File: src/rtl/systolic_pkg.sv
// Shared types for the systolic array, its feeder and the result collector.
package systolic_pkg;

    typedef enum logic [2:0] {
        ST_IDLE,
        ST_FILL,
        ST_SHIFT,
        ST_STREAM,
        ST_DRAIN
    } feeder_state_t;

    localparam int DEF_PE_LATENCY = 4;

endpackage

File: src/rtl/systolic_skew_line.sv
// Fixed-depth delay line for one activation lane plus its valid tag.
module systolic_skew_line #(
    parameter int DATAW = 32,
    parameter int DEPTH = 0
) (
    input  logic             clk,
    input  logic             reset,
    input  logic [DATAW-1:0] src_data,
    input  logic             src_valid,
    output logic [DATAW-1:0] dst_data,
    output logic             dst_valid
);

    generate
        if (DEPTH == 0) begin : g_pass
            logic unused_clk_rst;
            assign unused_clk_rst = clk ^ reset;
            assign dst_data  = src_data;
            assign dst_valid = src_valid;
        end else begin : g_line
            logic [DATAW-1:0] d_q [DEPTH];
            logic [DEPTH-1:0] v_q;

            always_ff @(posedge clk or negedge reset) begin
                if (!reset) begin
                    for (int i = 0; i < DEPTH; i++) d_q[i] <= '0;
                    v_q <= '0;
                end else begin
                    d_q[0] <= src_data;
                    v_q[0] <= src_valid;
                    for (int i = 1; i < DEPTH; i++) begin
                        d_q[i] <= d_q[i-1];
                        v_q[i] <= v_q[i-1];
                    end
                end
            end

            assign dst_data  = d_q[DEPTH-1];
            assign dst_valid = v_q[DEPTH-1];
        end
    endgenerate

endmodule

File: src/rtl/systolic_feeder.sv
// Weight-tile loader and skewed activation streamer for the systolic array.
// Optional perf counters: define SYSTOLIC_FEEDER_PERF_EN.
module systolic_feeder
    import systolic_pkg::*;
#(
    parameter int DATA_SIZE  = 32,
    parameter int ROWS       = 4,
    parameter int COLS       = 4,
    parameter int PE_LATENCY = DEF_PE_LATENCY
) (
    input  logic                      clk,
    input  logic                      reset,
    input  logic                      start,
    input  logic [COLS*DATA_SIZE-1:0] w_data,
    input  logic                      w_valid,
    output logic                      w_ready,
    input  logic [ROWS*DATA_SIZE-1:0] a_data,
    input  logic                      a_valid,
    output logic                      a_ready,
    input  logic                      a_last,
    output logic [ROWS*DATA_SIZE-1:0] row_data_out,
    output logic [COLS*DATA_SIZE-1:0] top_sum_out,
    output logic [ROWS-1:0]           row_enable_out,
    output logic [ROWS-1:0]           row_ld_weight_out,
    output logic [ROWS-1:0]           row_valid_out,
    output logic                      busy,
    output logic                      done
`ifdef SYSTOLIC_FEEDER_PERF_EN
    ,
    output logic [31:0]               perf_bubbles,
    output logic [31:0]               perf_busy
`endif
);

    localparam int WW        = COLS * DATA_SIZE;
    localparam int AW        = ROWS * DATA_SIZE;
    localparam int DRAIN_CYC = (ROWS + COLS) * PE_LATENCY;
    localparam int CW        = $clog2(DRAIN_CYC + ROWS + 1);

    feeder_state_t   state, state_nxt;
    logic [CW-1:0]   cnt, cnt_nxt;
    logic [WW-1:0]   bank [ROWS];
    logic [AW-1:0]   inj_data;
    logic            inj_valid;
    logic            en, ld;
    logic            w_xfer, a_xfer;

    assign w_xfer = w_valid & w_ready;
    assign a_xfer = a_valid & a_ready;

    always_ff @(posedge clk or negedge reset) begin
        if (!reset) begin
            state <= ST_IDLE;
            cnt   <= '0;
        end else begin
            state <= state_nxt;
            cnt   <= cnt_nxt;
        end
    end

    always_comb begin
        state_nxt   = state;
        cnt_nxt     = cnt;
        w_ready     = 1'b0;
        a_ready     = 1'b0;
        busy        = 1'b1;
        done        = 1'b0;
        en          = 1'b0;
        ld          = 1'b0;
        top_sum_out = '0;
        unique case (state)
            ST_IDLE: begin
                busy = 1'b0;
                if (start) begin
                    state_nxt = ST_FILL;
                    cnt_nxt   = '0;
                end
            end
            ST_FILL: begin
                w_ready = 1'b1;
                if (w_valid) begin
                    cnt_nxt = cnt + 1'b1;
                    if (cnt == CW'(ROWS - 1)) begin
                        state_nxt = ST_SHIFT;
                        cnt_nxt   = '0;
                    end
                end
            end
            ST_SHIFT: begin
                en = 1'b1;
                ld = 1'b1;
                // Deepest row's weight goes in first.
                for (int i = 0; i < ROWS; i++)
                    if (cnt == CW'(ROWS - 1 - i)) top_sum_out = bank[i];
                cnt_nxt = cnt + 1'b1;
                if (cnt == CW'(ROWS - 1)) begin
                    state_nxt = ST_STREAM;
                    cnt_nxt   = '0;
                end
            end
            ST_STREAM: begin
                a_ready = 1'b1;
                en      = 1'b1;
                if (a_valid && a_last) begin
                    state_nxt = ST_DRAIN;
                    cnt_nxt   = '0;
                end
            end
            ST_DRAIN: begin
                en      = 1'b1;
                cnt_nxt = cnt + 1'b1;
                if (cnt == CW'(DRAIN_CYC - 1)) begin
                    done      = 1'b1;
                    state_nxt = ST_IDLE;
                    cnt_nxt   = '0;
                end
            end
            default: state_nxt = ST_IDLE;
        endcase
    end

    assign row_enable_out    = {ROWS{en}};
    assign row_ld_weight_out = {ROWS{ld}};

    always_ff @(posedge clk or negedge reset) begin
        if (!reset) begin
            for (int i = 0; i < ROWS; i++) bank[i] <= '0;
        end else if (w_xfer) begin
            for (int i = 0; i < ROWS; i++)
                if (cnt == CW'(i)) bank[i] <= w_data;
        end
    end

    // Idle cycles in STREAM and all of DRAIN inject zero bubbles.
    always_ff @(posedge clk or negedge reset) begin
        if (!reset) begin
            inj_data  <= '0;
            inj_valid <= 1'b0;
        end else begin
            inj_data  <= a_xfer ? a_data : '0;
            inj_valid <= a_xfer;
        end
    end

    genvar r;
    generate
        for (r = 0; r < ROWS; r++) begin : g_row
            systolic_skew_line #(
                .DATAW (DATA_SIZE),
                .DEPTH (r * PE_LATENCY)
            ) u_skew (
                .clk       (clk),
                .reset     (reset),
                .src_data  (inj_data[r*DATA_SIZE +: DATA_SIZE]),
                .src_valid (inj_valid),
                .dst_data  (row_data_out[r*DATA_SIZE +: DATA_SIZE]),
                .dst_valid (row_valid_out[r])
            );
        end
    endgenerate

`ifdef SYSTOLIC_FEEDER_PERF_EN
    always_ff @(posedge clk or negedge reset) begin
        if (!reset) begin
            perf_bubbles <= '0;
            perf_busy    <= '0;
        end else if (state == ST_IDLE && start) begin
            perf_bubbles <= '0;
            perf_busy    <= '0;
        end else begin
            if (busy && perf_busy != '1)
                perf_busy <= perf_busy + 1'b1;
            if (state == ST_STREAM && !a_valid && perf_bubbles != '1)
                perf_bubbles <= perf_bubbles + 1'b1;
        end
    end
`endif

endmodule

File: config.mk
export PLATFORM = sky130hd
export DESIGN_NAME = systolic_feeder
export DESIGN_NICKNAME = d
export VERILOG_FILES = /design/src/rtl/systolic_pkg.sv /design/src/rtl/systolic_skew_line.sv /design/src/rtl/systolic_feeder.sv
export SDC_FILE = /design/constraint.sdc
export NUM_CORES = 1
export LEC_CHECK = 0
export ABC_AREA = 0
export CAP_MARGIN = 25
export CORE_MARGIN = 4
export CORE_UTILIZATION = 55
export DETAILED_ROUTE_END_ITERATION = 10
export HOLD_SLACK_MARGIN = 0.05
export PLACE_DENSITY = 0.89
export RECOVER_POWER = 100
export SLEW_MARGIN = 20
export SYNTH_ARGS = -nofsm -noshare
export SYNTH_HDL_FRONTEND = slang
export SYNTH_SLANG_ARGS = --single-unit
File: constraint.sdc
create_clock -name clk -period 3.2 [get_ports clk]
set_input_delay 0.32 -clock clk [delete_from_list [all_inputs] [get_ports clk]]
set_output_delay 0.32 -clock clk [all_outputs]
set_load 0.02 [all_outputs]
; ---- Word-level counts from Yosys, hierarchy flattened
; Index checks and enable logic that the tools add are counted.
[op_classes]
add_sub_neg = 1
n_eq_ne = 14
n_mux = 26
n_bitwise = 2
n_reduce_logical = 11
[op_table]
columns = op, n
row1 = 2-to-1 mux 128 bit, 6
row2 = 2-to-1 mux 6 bit, 5
row3 = case mux 6 bit (5 select lines), 1
row4 = 2-to-1 mux 3 bit, 6
row5 = case mux 3 bit (5 select lines), 1
row6 = == test 6 x 2 -> 1 bit (second input constant), 2
row7 = inequality test 2 bit (second input constant), 6
row8 = AND reduction 2 bit, 4
row9 = 2-to-1 mux 1 bit, 7
row10 = adder 6 x 1 -> 6 bit (second input constant), 1
row11 = == test 3 x 2 -> 1 bit (second input constant), 2
row12 = == test 6 x 1 -> 1 bit (second input constant), 1
row13 = == test 6 x 5 -> 1 bit (second input constant), 1
row14 = zero test 6 bit, 1
row15 = AND reduction 6 bit, 1
row16 = nonzero test 5 bit, 1
row17 = AND reduction 4 bit, 1
row18 = == test 3 x 1 -> 1 bit (second input constant), 1
row19 = == test 3 bit (second input constant), 1
row20 = zero test 3 bit, 1
row21 = OR reduction 3 bit, 1
row22 = AND 1 bit, 2
row23 = logical AND 1 bit, 1
[word_totals]
register_bits = 1442
input_bits = 262
output_inout_bits = 272
word_cells = 89

; ---- Depth between registers and ports, before layout
[logic_depth]
depth_word = 6
mapped_depth = 8
depth_no_buf = 6

; ---- Modules after synthesis
; From an unflattened synthesis, not the netlist that was laid out.
[unflattened]
hier_cells = 3109
area_unflattened_um2 = 48763.0
[by_module_without_submodules]
columns = module, n_inst, cells_each, area_per_inst_um2, seq_area_each_um2
row1 = systolic_feeder, 1, 2188, 27975.6, 16265.6
row2 = systolic_skew_line at g_row[3].u_skew, 1, 428, 10149.7, 9909.5
row3 = systolic_skew_line at g_row[2].u_skew, 1, 296, 6846.6, 6606.3
row4 = systolic_skew_line at g_row[1].u_skew, 1, 164, 3543.4, 3303.2
row5 = systolic_skew_line at g_row[0].u_skew, 1, 33, 247.7, 0.0

; ---- Worst setup path before layout
; Ideal clock, no wire load.
[synth_timing]
path_type = reg2out
start = register cnt[0]
end = output top_sum_out[126]
arrival_ns = 2.126
required_time_ns = 2.880
slack_ns = 0.754
stages_incl_launch_ff = 9
path_buffers = 2
cell_sequence = dfrtp_1 -> inv_1 -> ha_1 -> nor2b_1 -> clkbuf_1 -> buf_1 -> a221oi_1 -> a211o_1 -> a21oi_1
[synth_between]
elab_chain_cells = 6
word_cells_on_any_way = 9
cone_classes = 3 x eq/ne / 5 x mux / 1 x reduce/logical
[synth_rtl]
columns = element, line
row1 = from (decl), systolic_feeder.sv:41  ; logic [CW-1:0] cnt, cnt_nxt;
row2 = from (signal assigned), systolic_feeder.sv:57  ; cnt <= cnt_nxt;
row3 = == test 6 x 2 -> 1 bit, systolic_feeder.sv:94  ; if (cnt == CW'(ROWS - 1 - i)) top_sum_out = bank[i];
row4 = 2-to-1 mux 128 bit (3 in a row), systolic_feeder.sv:94
row5 = 2-to-1 mux 128 bit (*), systolic_feeder.sv:94
row6 = 2-to-1 mux 128 bit (*), systolic_feeder.sv:71  ; unique case (state)
row7 = to (decl), systolic_feeder.sv:22  ; output logic [COLS*DATA_SIZE-1:0] top_sum_out,
; Mark *: on every way between the ends. The rest lies on a longest branch, timed or not.

; ---- Worst setup path after layout
[layout_timing]
start = register cnt[3]
end = output top_sum_out[49]
; Same word-level chain as after synthesis.

==> summary.md <==
| Metric | Value |
|---|---|
| Final Net Count | 3,853 |
| IO Pins | 534 |
| H-tree lvl count | 4 |
| CTS root buf | clkbuf_16 |
| Area contributors post-synth | dfrtp_1 (73%), mux2_2 (11%), a211o_1 (2.3%), a221oi_1 (2.3%), buf_4 (1.7%) |
| Share of layout cells above drive strength 1 | 25.75% |
| Antenna violations before repair | 42 |
| Max-cap viol count | 1 |
| Total track usage | 26.20% |
| Multi-input logic area | 0.01057 mm² |
| Final core occ | 68.40% |
| Share of the synthesized area in the top cell type | 73.35% |
| Clk_lat worst skew | 0.75 ns |
| Slew Limit Fails | 128 |
| Post-Syn Nets | 3,346 |
| Num rows | 108 |
| Synth cell types | 40 |
| Commonest non-fill, non-tap cells in the layout | dfrtp_1 (1,429), mux2_2 (460), clkdlybuf4s50_1 (260) |
| Most common cell after layout, fill and taps aside | dfrtp_1 |
| Buf+Inv Stages, Crit Path | 3 |
| Top FF cell, synth | dfrtp_1 |
| Crit. path cell count | 6 |
| HPWL after DPL | 73.67 mm |
| Syn Inst Count | 3,080 |
| Max Buffers Root-to-Sink | 3 |
| Crit Reg-Reg Endpoint | bank[371] |
| Area leader, netlist | dfrtp_1 |
| DRT Pass-1 Iters | 6 |
| Setup crit end | top_sum_out[49] |
| Post-synthesis async set-or-reset flop share | 100.0% |
| RePlAce Congestion | 0.8069 |
| Max stage delay on crit path | 0.46 ns |
| CTS tree | yes |
| RSZ-0062 raised after global routing | yes |
| I/O Buffers | 533 |
| Post-Syn Area per Cell | 15.84 µm² |
| Drt drc | 0 |
| Vias in the first global route | 30,737 |
| WS Path Type | flip-flop to primary output |
| Initial Util | 55.80% |
| DP Worst Slack | 0.2102 ns |
| Post-synth EDFFs | 0 |
| #FFs+latches synth | 1,430 |
| Remaining Overflow, GRT | 0 |
| Final Critical Period | 3.289 ns |
| R2r startpoint | state[1] |
| Leak | 29.33 nW |
| Via-to-Cell Ratio | 5.663 |
| Initial DRC count | 2,395 |
| Total negative setup slack | -1.230 ns |
| Worst r2r path cells | 7 |
| Power Density | 927.4 mW/mm² |
| R2R setup slack | 0.10 ns |
| Final WL | 123.1 mm |
| Mapped Area | 0.04878 mm² |
| Slowest cell on the critical path | dfrtp_1 |
| Number of buffers created by CTS | 143 |
| First-pass GRT wire length | 186.9 mm |
| Final WS setup | -0.08922 ns |
| CP cell instances | nor4_2 -> buf_4 -> nand2_4 -> buf_12 -> a21oi_1 -> clkdlybuf4s15_2 |
| Yosys warnings | 0 |
| Status | finished, violations left |
| Crit start category | flip-flop |
| Die width | 305.8 µm |
| Clk sinks | 1,430 |
| Final setup fails | 34 |
| Dpl cells | 4,582 |
| Top Family by Delay on Critical Path | buffers and inverters |
| Layout area overhead | 22.58% |
| Hold Vio Cnt, Final | 0 |
| Worst-path clk slew | 0.06 ns |
| Via count | 27,622 |
| Area occupied by registers | 0.03579 mm² |
| Required time of the critical path | 2.88 ns |
| Max Clock Freq | 304.0 MHz |
| Fin crit share | 102.8% |
| CP max FO | 113 |
| Worst-margin pin slew | 2.074 ns |
| Final ANT Viol Nets | 0 |
| Violated checks | capacitance limit, slew limit, setup timing |
| CP endpoint kind | primary output |
| Worst hold-check path type | input pin to flip-flop |
| Setup crit start | cnt[3] |
| Setup Skew | 0.03663 ns |
| Final non-filler cell total | 4,878 |
| Fillers | 5,473 |
| Die Ht | 305.8 µm |
| Worst VDD drop | 0.6065 mV |
| Area of the core | 0.08743 mm² |
| Sequential cell area fraction in the yosys report | 73.35% |
| Crit path arrival time | 2.97 ns |
| Largest net degree at the start of global routing | 130 |
| WL per Instance | 25.24 µm |
| Die Area | 0.09353 mm² |
| Rel. slew slack | -38.24% |
## worst register-to-register path: stages, from the launching register on
cell and delay, ns:
dfrtp_1 0.35, clkbuf_1 0.42, nand3_1 0.38, a2111oi_4 0.40
buf_4 0.25, nand2_4 0.42, clkbuf_4 0.43, mux2_4 0.32
## synth_stat cells (all sizes together) (3+ instances only)
library cell	instances
nor2	6
clkbuf	127
o211ai	5
ha	4
o21ai	7
and3	128
a211o	128
dfrtp	1430
a221oi	128
nand2	141
mux2	512
nor4	3
buf	168
inv	134
a21oi	130
nand3	4
## state kept, by name (all words and copies together), names as in the netlist
register,count
state,3
cnt,6
inj_data,128
g_row.u_skew.g_line.d_q,672
g_row.u_skew.g_line.v_q,12
bank,512
g_row.u_skew.dst_data,96
inj_valid,1
## cell families (layout without fill, tap and decap cells)
kind of cell / count (synthesis) / in the layout / share of synthesized area (%)
flip-flops: 1430 / 1430 / 73.35
buffers and inverters: 429 / 1031 / 4.963
XOR/XNOR: 1 / 1 / 0.01796
AND/OR/NAND/NOR: 294 / 294 / 3.042
other: 0 / 41 / 0
AO/OA/AOI/OAI: 410 / 410 / 6.325
multiplexers: 512 / 512 / 12.20
adder cells (fa/ha/maj): 4 / 4 / 0.1026
## area by class of cell
class / count / share of cell area [%]
flip-flops and latches: 1430 / 59.84
multi-input cells: 1221 / 17.68
repair buffers: 657 / 10.85
clock buffers: 192 / 6.798
well taps: 1155 / 2.417
clock inverters: 48 / 1.396
inverters: 134 / 0.8411
diodes: 41 / 0.1716
## metal layers
layer,track usage (%),wire (µm),vias to the layer above
met5,0,13,-
met4,13.22,5955,2
met3,5.004,5985,269
met2,45.64,65800,1007
met1,31.38,45370,14751
li1,-,-,11593
## through the flow
| stage | power (mW) | hold WS (ns) | cell area [µm²] |
|---|---|---|---|
| finish | 55.45 | 0.1622 | 59800 |
| global route | 58.02 | 0.1144 | 59790 |
| CTS | 56.03 | 0.09600 | 60220 |
| detailed placement | 38.23 | 0.3347 | 55070 |
| global placement | 37.29 | 0.3310 | 55070 |
| floorplan | 33.22 | 0.02441 | 48780 |
## timing repair
item / 4_1_cts / 5_1_grt
gates cloned: 2 / 2
pin swaps: 1 / 0
hold endpoints to repair: 100 / 0
setup buffers: 9 / 0
endpoints found under the setup margin: 133 / 124
gates resized for setup: 331 / 102
hold buffers: 2 / 0
## worst min-delay path by stage
stage / cells past startpoint / from / endpoint
final: 2 / a_data[43] / inj_data[43]
after global routing: 2 / a_data[43] / inj_data[43]
after CTS: 2 / a_data[78] / inj_data[78]
after detailed placement: 0 / g_row[1].u_skew.g_line.d_q[50] / g_row[1].u_skew.dst_data[18]
after global placement: 0 / g_row[2].u_skew.g_line.d_q[85] / g_row[2].u_skew.g_line.d_q[53]
after floorplan: 0 / reset / bank[0]
## report_power, final
group / internal, mW / total, mW / switching [mW]
Combinational: 6.16 / 13.1 / 6.95
Clock: 10.1 / 17.3 / 7.19
Sequential: 22.7 / 25.1 / 2.38
Power figures use the tool's default switching activity.
